==> src/rtl/i2s_pkg.sv <==
// i2s_pkg: constants shared by the I2S receive path.
//   SLOT_BITS  - SCK periods per word-select slot
//   FRAME_BITS - SCK periods per left+right frame
//   CH_LEFT / CH_RIGHT - word-select level of each slot
//   bit_idx_t  - index of an SCK period within one slot
package i2s_pkg;

  localparam int   SLOT_BITS  = 32;
  localparam int   FRAME_BITS = 64;
  localparam logic CH_LEFT    = 1'b0;
  localparam logic CH_RIGHT   = 1'b1;

  localparam int BIT_IDX_W = $clog2(SLOT_BITS);

  typedef logic [BIT_IDX_W-1:0] bit_idx_t;

  // The last SCK period of a slot; ws flips on the fall that leaves it.
  localparam bit_idx_t SLOT_LAST = bit_idx_t'(SLOT_BITS - 1);

endpackage

==> src/rtl/sync_fifo.sv <==
// sync_fifo: single-clock first-word-fall-through FIFO.
//   clk, rst_n     - clock, async active-low reset
//   clr            - synchronous clear; also discards a same-cycle push
//   push, wr_data  - write request; accepted when not full, or when full
//                    and a pop happens in the same cycle
//   pop            - read request; ignored when empty
//   rd_data        - head entry while not empty, 0 when empty
//   full, empty    - occupancy flags
//   level          - occupancy, 0..DEPTH
module sync_fifo #(
  parameter int WIDTH = 24,
  parameter int DEPTH = 8
) (
  input  logic                     clk,
  input  logic                     rst_n,
  input  logic                     clr,
  input  logic                     push,
  input  logic                     pop,
  input  logic [WIDTH-1:0]         wr_data,
  output logic [WIDTH-1:0]         rd_data,
  output logic                     full,
  output logic                     empty,
  output logic [$clog2(DEPTH):0]   level
);

  localparam int AW = $clog2(DEPTH);
  localparam logic [AW:0] FULL_CNT = DEPTH[AW:0];

  logic [WIDTH-1:0] mem [DEPTH];
  logic [AW-1:0]    wr_ptr;
  logic [AW-1:0]    rd_ptr;
  logic [AW:0]      count;
  logic             do_push;
  logic             do_pop;

  assign empty   = (count == '0);
  assign full    = (count == FULL_CNT);
  assign do_pop  = pop && !empty;
  // A pop frees the head slot in the same cycle, so a full FIFO can still
  // take a push when it is being read.
  assign do_push = push && (!full || do_pop);

  always_ff @(posedge clk or negedge rst_n) begin
    if (!rst_n) begin
      wr_ptr <= '0;
      rd_ptr <= '0;
      count  <= '0;
    end else if (clr) begin
      wr_ptr <= '0;
      rd_ptr <= '0;
      count  <= '0;
    end else begin
      if (do_push) wr_ptr <= wr_ptr + 1'b1;
      if (do_pop)  rd_ptr <= rd_ptr + 1'b1;
      case ({do_push, do_pop})
        2'b10:   count <= count + 1'b1;
        2'b01:   count <= count - 1'b1;
        default: count <= count;
      endcase
    end
  end

  // Storage is not reset; the empty gate on rd_data hides stale entries.
  always_ff @(posedge clk) begin
    if (do_push && !clr) mem[wr_ptr] <= wr_data;
  end

  assign rd_data = empty ? '0 : mem[rd_ptr];
  assign level   = count;

endmodule

==> src/rtl/i2s_rx_capture.sv <==
// i2s_rx_capture: I2S master receiver for a MEMS microphone.
// Generates SCK and word select from HCLK, deserialises one channel of
// I2S data into DATA_W-bit samples and queues them in a small FIFO that
// the SoC drains through a valid/ready port.
//   HCLK, HRESETn  - system clock, async active-low reset
//   en             - run SCK/ws and capture; 0 stops and clears the serial side
//   flush          - single-cycle FIFO clear
//   i2s_sd         - serial data from the microphone
//   i2s_clk, ws    - SCK and word select to the microphone (ws 0 = left)
//   rd_data        - FIFO head sample
//   rd_valid       - FIFO not empty
//   rd_ready       - pop when rd_valid && rd_ready
//   level          - FIFO occupancy
//   overrun        - sticky: a sample was dropped on a full FIFO
//   ovr_clr        - clears overrun (a simultaneous drop keeps it set)
module i2s_rx_capture
  import i2s_pkg::*;
#(
  parameter int CLK_DIV    = 4,
  parameter int DATA_W     = 24,
  parameter int FIFO_DEPTH = 8,
  parameter int CH_SEL     = 0
) (
  input  logic                          HCLK,
  input  logic                          HRESETn,
  input  logic                          en,
  input  logic                          flush,
  input  logic                          i2s_sd,
  output logic                          i2s_clk,
  output logic                          ws,
  output logic [DATA_W-1:0]             rd_data,
  output logic                          rd_valid,
  input  logic                          rd_ready,
  output logic [$clog2(FIFO_DEPTH):0]   level,
  output logic                          overrun,
  input  logic                          ovr_clr
);

  localparam int DIV_W      = $clog2(CLK_DIV);
  localparam int DIV_LAST_I = CLK_DIV - 1;
  localparam logic [DIV_W-1:0] DIV_LAST = DIV_LAST_I[DIV_W-1:0];
  localparam bit_idx_t LSB_IDX  = DATA_W[BIT_IDX_W-1:0];
  localparam logic     KEEP_WS  = CH_SEL[0];

  logic [DIV_W-1:0]  div_cnt;
  logic              div_wrap;
  logic              sck_rise;
  logic              sck_fall;
  bit_idx_t          bit_cnt;
  logic              data_bit;
  logic              sd_p0;
  logic [DATA_W-1:0] shift_p1;
  logic              vld_p1;
  logic              pop;
  logic              fifo_full;
  logic              fifo_empty;
  logic              drop;

  // SCK / ws generation
  assign div_wrap = en && (div_cnt == DIV_LAST);
  assign sck_rise = div_wrap && !i2s_clk;
  assign sck_fall = div_wrap &&  i2s_clk;

  always_ff @(posedge HCLK or negedge HRESETn) begin
    if (!HRESETn) begin
      div_cnt <= '0;
      i2s_clk <= 1'b0;
      bit_cnt <= '0;
      ws      <= CH_LEFT;
    end else if (!en) begin
      div_cnt <= '0;
      i2s_clk <= 1'b0;
      bit_cnt <= '0;
      ws      <= CH_LEFT;
    end else begin
      div_cnt <= div_wrap ? '0 : div_cnt + 1'b1;
      if (div_wrap) i2s_clk <= ~i2s_clk;
      if (sck_fall) begin
        bit_cnt <= bit_cnt + 1'b1;
        if (bit_cnt == SLOT_LAST) ws <= ~ws;
      end
    end
  end

  // Stage p0: input flop on the serial data pin
  always_ff @(posedge HCLK or negedge HRESETn) begin
    if (!HRESETn) sd_p0 <= 1'b0;
    else          sd_p0 <= i2s_sd;
  end

  // Stage p1: shift register and push strobe.
  // bit_cnt equals the rise index within the slot: rise 0 is the I2S
  // one-bit delay, rises 1..DATA_W carry MSB..LSB.
  assign data_bit = (bit_cnt != '0) && (bit_cnt <= LSB_IDX);

  always_ff @(posedge HCLK or negedge HRESETn) begin
    if (!HRESETn) begin
      shift_p1 <= '0;
      vld_p1   <= 1'b0;
    end else begin
      vld_p1 <= sck_rise && (bit_cnt == LSB_IDX) && (ws == KEEP_WS);
      if (!en)
        shift_p1 <= '0;
      else if (sck_rise && data_bit)
        shift_p1 <= (shift_p1 << 1) | DATA_W'(sd_p0);
    end
  end

  // Stage p2: FIFO write and overrun tracking
  assign pop  = rd_valid && rd_ready;
  // A flushed sample is discarded on purpose, not lost to a full FIFO.
  assign drop = vld_p1 && fifo_full && !pop && !flush;

  always_ff @(posedge HCLK or negedge HRESETn) begin
    if (!HRESETn)     overrun <= 1'b0;
    else if (drop)    overrun <= 1'b1;
    else if (ovr_clr) overrun <= 1'b0;
  end

  sync_fifo #(
    .WIDTH (DATA_W),
    .DEPTH (FIFO_DEPTH)
  ) u_fifo (
    .clk     (HCLK),
    .rst_n   (HRESETn),
    .clr     (flush),
    .push    (vld_p1),
    .pop     (pop),
    .wr_data (shift_p1),
    .rd_data (rd_data),
    .full    (fifo_full),
    .empty   (fifo_empty),
    .level   (level)
  );

  assign rd_valid = !fifo_empty;

endmodule
==> config.mk <==
export PLATFORM = sky130hd
export DESIGN_NAME = i2s_rx_capture
export DESIGN_NICKNAME = d
export VERILOG_FILES = /design/src/rtl/i2s_pkg.sv /design/src/rtl/sync_fifo.sv /design/src/rtl/i2s_rx_capture.sv
export SDC_FILE = /design/constraint.sdc
export NUM_CORES = 1
export LEC_CHECK = 0
export CAP_MARGIN = 10
export CORE_MARGIN = 2
export CORE_UTILIZATION = 35
export CTS_BUF_LIST = sky130_fd_sc_hd__clkbuf_16
export CTS_CLUSTER_DIAMETER = 50
export DETAILED_ROUTE_END_ITERATION = 12
export PLACE_DENSITY = 0.6
export SLEW_MARGIN = 20
export SYNTH_ARGS = -nofsm -noshare
export SYNTH_HDL_FRONTEND = slang
export SYNTH_SLANG_ARGS = --single-unit
==> constraint.sdc <==
create_clock -name HCLK -period 7.2 [get_ports HCLK]
set_input_delay 1.44 -clock HCLK [delete_from_list [all_inputs] [get_ports HCLK]]
set_output_delay 1.44 -clock HCLK [all_outputs]
set_load 0.01 [all_outputs]
Word level (Yosys, flattened, before mapping)
Memory sizes are Yosys's and may differ from the RTL's.
Cells that the tools add are included.
Storage, ports and cells
  word-level logic and storage cells: 81
  flip-flop bits (word level): 46
  memories: 1
  bits of input ports: 7
  RAM bits: 192
Cells by class
  magnitude comparators: 1
  multiplexer cells: 22
  bitwise operators: 3
  reductions and logical operators: 27
  $add $sub $neg: 6
  equality and inequality tests: 10
Memories
  u_fifo.mem: words 8, bits a word 24, read ports 1, clocked after memory_dff 0, wr ports 1, line sync_fifo.sv:29  | logic [WIDTH-1:0] mem [DEPTH];
Operators by type and width (count)
  $mux W24: 3
  $or A24 B1 Y24: 1
  $logic_and A1 B1 Y1: 14
  $mux W3: 4
  $eq A5 B5 Y1 const B: 2
  $mux W5: 2
  $mux W1: 9
  $ne A2 B1 Y1 const B: 4
  $pmux W4 S2: 1
  $add A3 B1 Y3 const B: 2
  $reduce_bool A2 Y1: 3
  $add A5 B1 Y5 const B: 1
  $le A5 B5 Y1 const B: 1
  $logic_not A1 Y1: 5
  $reduce_bool A5 Y1: 1
  $add A4 B1 Y4 const B: 1
  $eq A2 B2 Y1 const B: 2
  $eq A4 B4 Y1 const B: 1
  $logic_not A4 Y1: 1
  $mux W2: 2
  $mux W4: 1
  $sub A4 B1 Y4 const B: 1
  $reduce_bool A3 Y1: 1
  $add A2 B1 Y2 const B: 1
  other kinds (4): 5

Longest topological paths before layout
Gate-level depths: netlist of run 1.
  depth in word-level cells: 9
  gate-level depth with buffers: 8
  mapped depth without buffers: 7

Cells and area by module
From an unflattened synthesis of run 1, not the netlist that was laid out.
Second synthesis, totals
  cell total of the unflattened synthesis: 527
  area total of the unflattened synthesis: 9623.0 um^2
By module, submodules not included
  sync_fifo: area an instance 8026.4 um^2, sequential area each 6015.8 um^2, cells each 393, instances 1
  i2s_rx_capture: area an instance 1596.5 um^2, sequential area each 900.9 um^2, cells each 134, instances 1

Worst setup path after synthesis of run 1
Ideal clock, no wire load.
  path type: input to register
  start point: in rd_ready
  end point: mem u_fifo.mem[1][0] (enable)
  setup slack: 2.948 ns
  stages on the path: 5
  data required time: 6.765 ns
  library setup time: 0.435 ns
  arrival time: 3.817 ns
  cells stage by stage: clkbuf_1 nand2b_1 or2_1 nand3_1 nor3_1
On the way
  word-level cells in the longest chain between the ends: 7
Ends and longest elaborated chain
  from (decl): line i2s_rx_capture.sv:33  | input logic rd_ready,
  $logic_and A1 B1 Y1: line i2s_rx_capture.sv:110  | assign pop = rd_valid && rd_ready;
  $logic_and A1 B1 Y1: line sync_fifo.sv:38  | assign do_pop = pop && !empty;
  $logic_or A1 B1 Y1: line sync_fifo.sv:41  | assign do_push = push && (!full || do_pop);
  $logic_and A1 B1 Y1: line sync_fifo.sv:41
  $logic_and A1 B1 Y1: line sync_fifo.sv:65  | if (do_push && !clr) mem[wr_ptr] <= wr_data;
  $mux W1: line sync_fifo.sv:65
  $mux W1 (implied by the code): line sync_fifo.sv:65
  to (decl): line sync_fifo.sv:29
Every way passes these cells.

Worst setup path after layout of run 1
  start point: reg u_fifo.rd_ptr[0]
  end point: out rd_data[12]
On the way
  word-level cells in the longest chain between the ends: 2
Ends and longest elaborated chain
  from (decl): line sync_fifo.sv:31  | logic [AW-1:0] rd_ptr;
  from (signal assigned): line sync_fifo.sv:54  | if (do_pop) rd_ptr <= rd_ptr + 1'b1;
  $mem_v2 Z8 W24
  $mux W24: line sync_fifo.sv:68  | assign rd_data = empty ? '0 : mem[rd_ptr];
  to (decl): line i2s_rx_capture.sv:31  | output logic [DATA_W-1:0] rd_data,
Every way passes these cells.

==> reports/qor_table.md, run 1 <==
| Metric | Reported |
| --- | --- |
| Reported leakage power | 3.99 nW |
| Initial antenna violation count | 0 |
| Total routing resource utilization after global routing | 0.135 |
| Cell area after technology mapping | 9620 sq um |
| Clock tree from TritonCTS | done |
| Share of cells above drive strength 1 | 0.205 |
| Area of the multi-input gates | 2570 sq um |
| Most common cell after layout, fill and taps aside | edfxtp_1 |
| Clock latency of the later-clocked register in the worst-skew pair | 0.53 ns |
| Ys flop type | edfxtp_1 |
| Clock root buffer | clkbuf_16 |
| DR iter-0 viols | 336 |
| Number of rows in the core area | 60 |
| Height of the die | 170 um |
| Yosys warnings | 0 |
| Share of synthesized area occupied by flip-flops and latches | 0.719 |
| Required time reported for the critical path endpoint | 5.76 ns |
| Unrepaired setup endpoints after global routing | no |
| Area post-placement | 10,400 sq um |
| Hold Crit Start | div_cnt[0] |
| Clk slew on worst S/H paths | 0.06 ns |
| Final Wtd Congestion | 0.752 |
| Routed via count | 4,753 |
| Number of standard cells in the layout, taps in and fillers out | 941 |
| Kind of critical path | flop to output pin |
| Count of input and output buffers | 38 |
| Dominant combinational cell family by area after synthesis | multiplexers |
| Post-synthesis net count | 538 |
| Number of instances in the synthesized netlist | 523 |
| Combinational share of power | 0.008 |
| Count of pins on the block boundary | 39 |
| Buffers inserted by post-CTS timing repair | 0 |
| Synth-to-layout area growth | 18.0% |
| Average via count per standard cell | 5.05 |
| Post-synthesis average cell area | 18.4 sq um |
| Routed met2 length | 9300 um |
| Pre-CTS worst setup slack | 3.04 ns |
| Number of instances in the placed design | 890 |
| Internal power component | 2.31 mW |
| Proportion of total power due to net switching | 0.190 |
| Total met3 wirelength after detailed routing | 655 um |
| Distinct cells, synth | 48 |
| Start point of the critical path | u_fifo.rd_ptr[0] |
| Clock skew after layout | 0.0126 ns |
| Highest routing layer actually used | met4 |
| Portion of total power attributed to the clock network | 0.475 |
| Endpoints failing hold | 0 |
| Die area | 28,800 sq um |
| Fraction of synthesis flops using an asynchronous set or reset pin | 0.193 |
| Portion of the clock cycle consumed by the worst path in the final layout | 0.599 |
| Count of maximum capacitance violations | 0 |
| IR Drop Worst-Case VDD | 0.147 mV |
| Headroom to the max-slew limit | 0.364 |
| Final Max Tran Viols | 0 |
| Post-route cell area | 11,300 sq um |
| Most used cells in the layout excluding fill and tap cells | 192 x edfxtp_1, 48 x mux4_2, 48 x mux2i_1 |
| Area share of xor/xnor cells in the synthesized design | 0.0100 |
| FF/Latch Area | 6920 sq um |
| Startpoint types | flop |
| Number of flip-flops and latches in the synthesized netlist | 238 |
| Fillers | 2,342 |
| Post-route setup slack | 2.89 ns |
| Clk sink count | 238 |
| Starting density of the core | 0.357 |
| Total setup violations reported at the end of the flow | 0 |
| Share of synthesized cell area in and, or, nand and nor gates | 0.0610 |
| Count of flip-flops with a built-in enable after synthesis | 192 |
| Worst Hold Margin | 0.435 ns |
| M1 WL | 8450 um |
| Crit. End Element | output pin |
| Diode insertion count for antenna repair | 0 |
| Fin util | 0.421 |
| Worst Max-Slew Pin Slew | 0.951 ns |
| Sum of negative setup slack | 0 ns |
| Final period demand of the worst path | 4.31 ns |
| Hold buffer count at CTS | 0 |
| Post-layout total power | 2.85 mW |
| Multiplexer share of the synthesized area | 0.164 |
| Detailed-route wire length | 18,800 um |
| Arr. time, crit path | 2.87 ns |
| TritonRoute pass-1 iters | 6 |
| Worst Hold Class | flop to flop |
| Worst r2r src | u_fifo.level[0] |
| Pin count of the biggest net entering global routing | 51 |
| Via count of the first global-routing pass | 5,259 |
| Power spent charging and discharging nets | 0.542 mW |
| Final Net Count | 594 |
| Power per unit of standard cell area | 251 nW/um^2 |
| Wire length of the first global-routing pass | 30,000 um |
| Final routed wire length divided by cell count | 20.0 um |
| Num CTS Buffers | 27 |
| Status | completed |
| Fraction of power consumed by sequential logic | 0.517 |
| Highest clock frequency the design can meet | 0.232 GHz |
| Biggest fanout along the worst timing path | 31 |
| Half-perimeter wire length of the detailed placement result | 10,200 um |
| Adder-cell share of the synthesized area | 0.0104 |
| Residual antenna-violating net count after detailed routing | 0 |
| Post-route DRC violation count | 0 |
| H-tree level count | 1 |
| Count of cells resized by post-cts repair | 0 |
| Sum of overflow across all layers after global routing | 0 |
| Core Footprint | 27,000 sq um |
| Area fraction in compound gates after synthesis | 0.0185 |
| Die width | 170 um |
| Maximum clock path buffer count | 3 |
==> worst paths after layout <==
path / endpoint / slack [ns] / cells past startpoint
max: rd_data[12] / 2.89 / 5
min: div_cnt[0] / 0.44 / 1
max reg2reg: u_fifo.mem[3][22] / 4.60 / 5
min reg2reg: div_cnt[0] / 0.44 / 1
max in group asynchronous: u_fifo.rd_ptr[0] / 5.64 / 2
min in group asynchronous: shift_p1[9] / 1.04 / 2
==> critical path, stage by stage, from the launching register on <==
cell and delay, ns:
dfrtp_4 0.72, buf_16 0.31, mux4_2 0.53, mux2i_1 0.20, nor2_1 0.06, clkdlybuf4s50_1 0.50
==> flip-flops by register name (all words and copies together) (netlist names) <==
register       count
ws                 1
i2s_clk            1
div_cnt            2
shift_p1          24
vld_p1             1
overrun            1
u_fifo.level       4
sd_p0              1
bit_cnt            5
u_fifo.rd_ptr      3
u_fifo.mem       192
u_fifo.wr_ptr      3
==> cell type report <==
type                    instances  share of cell area
clock buffers                  27              0.0595
clock inverters                23              0.0194
inverters                       6             0.00198
multi-input cells             252               0.226
flip-flops and latches        238               0.610
well taps                     341              0.0376
repair buffers                 54              0.0454
==> cells in the mapped netlist (7+ instances only) <==
cell      count  area (sq um)
and2_1        7          43.8
buf_2         9          45.0
clkbuf_1     10          37.5
dfrtp_1      46          1150
edfxtp_1    192          5770
ha_1          8           100
mux2i_1      48           480
mux4_2       48          1080
nand2_1      14          52.6
nor2_1       39           146
nor2b_1      26           163
xor2_1        7          61.3
==> kinds of logic (layout without fill, tap and decap cells) <==
kind of cell / count (synthesis) / count (layout)
xor gates and xnor gates: 11 / 11
muxes: 97 / 97
buffers and inverters: 33 / 110
and+or+nand+nor: 112 / 112
AOI/OAI and AO/OA: 24 / 24
adders and majority gates: 8 / 8
DFF: 238 / 238
==> power by group through the flow <==
stage / Clock [mW] / Sequential, mW / Combinational (mW)
after global placement: 0 / 1.50 / 0.0227
after global routing: 1.44 / 1.47 / 0.0258
after floorplan: 0 / 1.50 / 0.00963
after CTS: 1.39 / 1.47 / 0.0234
after detailed placement: 0 / 1.50 / 0.0232
final: 1.35 / 1.47 / 0.0228
==> per-layer routing <==
layer | track usage | vias up
met5 | 0 | -
met3 | 0.0243 | 28
met2 | 0.229 | 89
li1 | - | 2139
met4 | 0.0379 | 0
met1 | 0.180 | 2497
Note: power is estimated with default switching activity, not from simulation.
==> run 2, diff against run 1 <==
--- a/config.mk
+++ b/config.mk
@@ -11,7 +11,7 @@
 export CTS_BUF_LIST = sky130_fd_sc_hd__clkbuf_16
 export CTS_CLUSTER_DIAMETER = 50
 export DETAILED_ROUTE_END_ITERATION = 12
-export PLACE_DENSITY = 0.6
+export PLACE_DENSITY = 0.62
 export SLEW_MARGIN = 20
 export SYNTH_ARGS = -nofsm -noshare
 export SYNTH_HDL_FRONTEND = slang
==> constraint.sdc (replaced) <==
create_clock -name HCLK -period 3.6 [get_ports HCLK]
set_input_delay 0.72 -clock HCLK [delete_from_list [all_inputs] [get_ports HCLK]]
set_output_delay 0.72 -clock HCLK [all_outputs]
set_load 0.01 [all_outputs]
==> run 2 against run 1 <==
  * Non-clock buffer count up 3
  * Sequential share of layout area about the same
  * Setup slack worse by 2.7 ns
  * Critical endpoint is now rd_data[4]
  * Clock skew is 0.0018 ns higher
  * Design area about the same
  * Largest power group unchanged
  * Clock power grew 93%
  * First-iteration DRC count decreased by 6.5%
  * Die area is the same
==> reports/qor_table.md, run 2 (same netlist as run 1, synthesis figures left out) <==
| Metric | Reported | Delta |
| --- | --- | --- |
| Status | completed |  |
| Buffers inserted by post-CTS timing repair | 0 | unchanged |
| Maximum clock path buffer count | 3 | unchanged |
| DR iter-0 viols | 314 | -6.5% |
| IR Drop Worst-Case VDD | 0.331 mV | +130% |
| Post-route setup slack | 0.230 ns | -2.66 ns |
| Clk sink count | 238 | unchanged |
| Clock skew after layout | 0.0144 ns | +0.00182 ns |
| Diode insertion count for antenna repair | 0 | unchanged |
| Biggest fanout along the worst timing path | 22 | -29% |
| Average via count per standard cell | 4.99 | -1.3% |
| Worst Max-Slew Pin Slew | 0.824 ns | -0.127 ns |
| Total routing resource utilization after global routing | 0.126 | -0.00966 |
| Number of instances in the placed design | 894 | +0.45% |
| Area post-placement | 10,500 sq um | +0.46% |
| TritonRoute pass-1 iters | 4 | -2 |
| Initial antenna violation count | 0 | unchanged |
| Total setup violations reported at the end of the flow | 0 | unchanged |
| Starting density of the core | 0.357 | unchanged |
| Count of pins on the block boundary | 39 | unchanged |
| Routed via count | 4,706 | -0.99% |
| Most used cells in the layout excluding fill and tap cells | 192 x edfxtp_1, 48 x mux4_2, 48 x mux2i_1 |  |
| Detailed-route wire length | 17,600 um | -6.3% |
| Number of standard cells in the layout, taps in and fillers out | 944 | +0.32% |
| Kind of critical path | flop to output pin |  |
| Most common cell after layout, fill and taps aside | edfxtp_1 |  |
| Clock root buffer | clkbuf_16 |  |
| Unrepaired setup endpoints after global routing | no |  |
| Count of cells resized by post-cts repair | 0 | unchanged |
| Residual antenna-violating net count after detailed routing | 0 | unchanged |
| Portion of the clock cycle consumed by the worst path in the final layout | 0.936 |  |
| Pre-CTS worst setup slack | 0.701 ns | -2.34 ns |
| Final routed wire length divided by cell count | 18.7 um | -6.6% |
| Clock latency of the later-clocked register in the worst-skew pair | 0.54 ns | about the same |
| Wire length of the first global-routing pass | 28,300 um | -5.8% |
| Number of rows in the core area | 60 | unchanged |
| Post-route cell area | 11,400 sq um | about the same |
| Share of cells above drive strength 1 | 0.216 | +0.0106 |
| Power per unit of standard cell area | 494 nW/um^2 | +97% |
| Post-layout total power | 5.60 mW | +97% |
| Num CTS Buffers | 28 | +3.7% |
| Required time reported for the critical path endpoint | 2.88 ns | -2.88 ns |
| Max FFs per register | 192 | unchanged |
| Headroom to the max-slew limit | 0.450 | +0.0863 |
| Final Wtd Congestion | 0.705 | -6.3% |
| Worst Hold Margin | 0.279 ns | -0.156 ns |
| Arr. time, crit path | 2.65 ns | -0.22 ns |
| Final Net Count | 598 | +0.67% |
| Highest clock frequency the design can meet | 0.297 GHz |  |
| Post-route DRC violation count | 0 | unchanged |
| Clk slew on worst S/H paths | 0.06 ns | about the same |
| Fin util | 0.421 | about the same |
| Endpoints failing hold | 0 | unchanged |
| Count of input and output buffers | 38 | unchanged |
| Sum of overflow across all layers after global routing | 0 | unchanged |
| Final Max Tran Viols | 0 | unchanged |
| Startpoint types | flop |  |
| Die width | 170 um | unchanged |
| Sum of negative setup slack | 0 ns | unchanged |
| Core Footprint | 27,000 sq um | unchanged |
| Synth-to-layout area growth | 18.0% | about the same |
| Reported leakage power | 3.97 nW | -0.54% |
| Count of maximum capacitance violations | 0 | unchanged |
| H-tree level count | 1 | unchanged |
| Die area | 28,800 sq um | unchanged |
| Via count of the first global-routing pass | 5,051 | -4.0% |
| Pin count of the biggest net entering global routing | 35 | -31% |
| Register containing the most flip-flops in the final layout | u_fifo.mem |  |
| Clock tree from TritonCTS | done |  |
| Crit. End Element | output pin |  |
| Final period demand of the worst path | 3.37 ns |  |
| Hold buffer count at CTS | 0 | unchanged |
| Height of the die | 170 um | unchanged |
| Leading registers by flop count | u_fifo.mem x192, shift_p1 x24, bit_cnt x5 |  |
| Half-perimeter wire length of the detailed placement result | 10,200 um | +0.34% |
| Worst Hold Class | input pin to async pin |  |
## run 2: final timing paths
check	slack [ns]	cells past startpoint	start	end
worst max-delay path	0.23	5	u_fifo.rd_ptr[1]	rd_data[4]
worst min-delay path	0.28	1	HRESETn	shift_p1[8]
worst max register to register	1.11	8	u_fifo.level[1]	u_fifo.level[3]
worst min register to register	0.45	1	div_cnt[0]	div_cnt[0]
max in group asynchronous	2.68	2	HRESETn	div_cnt[1]
min in group HCLK	0.45	1	div_cnt[0]	div_cnt[0]
## run 2: layout make-up
cell class              count  area, sq um
multi-input cells         252         2560
clock inverters            22          180
repair buffers             57          543
flip-flops and latches    238         6920
inverters                   6         22.5
clock buffers              28          701
well taps                 341          427
fillers                  2349        15600
## run 2: report_power, final
group | switching, mW | internal (mW) | leakage (nW)
registers | 0.00195 | 2.94 | 2.62
logic | 0.0273 | 0.0189 | 0.908
clock network | 1.11 | 1.51 | 0.436
total | 1.14 | 4.47 | 3.97
## run 2: metal layers
layer | part of all wire | up-vias | global-route usage
met5 | 0 | - | 0
met4 | 0.018 | 0 | 0.0308
met3 | 0.038 | 28 | 0.0229
met2 | 0.50 | 96 | 0.216
met1 | 0.44 | 2435 | 0.166
li1 | - | 2147 | -
## run 2: critical path, cell delays in order, from the launching register on
cell	delay, ns
dfrtp_2	0.76
buf_4	0.31
mux4_2	0.31
mux2i_1	0.16
nor2_1	0.06
clkdlybuf4s50_1	0.49
==> run 3, diff against run 2 <==
--- a/config.mk
+++ b/config.mk
@@ -12,7 +12,7 @@
 export CTS_CLUSTER_DIAMETER = 50
 export DETAILED_ROUTE_END_ITERATION = 12
 export PLACE_DENSITY = 0.62
-export SLEW_MARGIN = 20
+export SLEW_MARGIN = 25
 export SYNTH_ARGS = -nofsm -noshare
 export SYNTH_HDL_FRONTEND = slang
 export SYNTH_SLANG_ARGS = --single-unit
==> results of run 3 <==
Same layout as run 2: the final DEF is identical, and so are final timing and power.
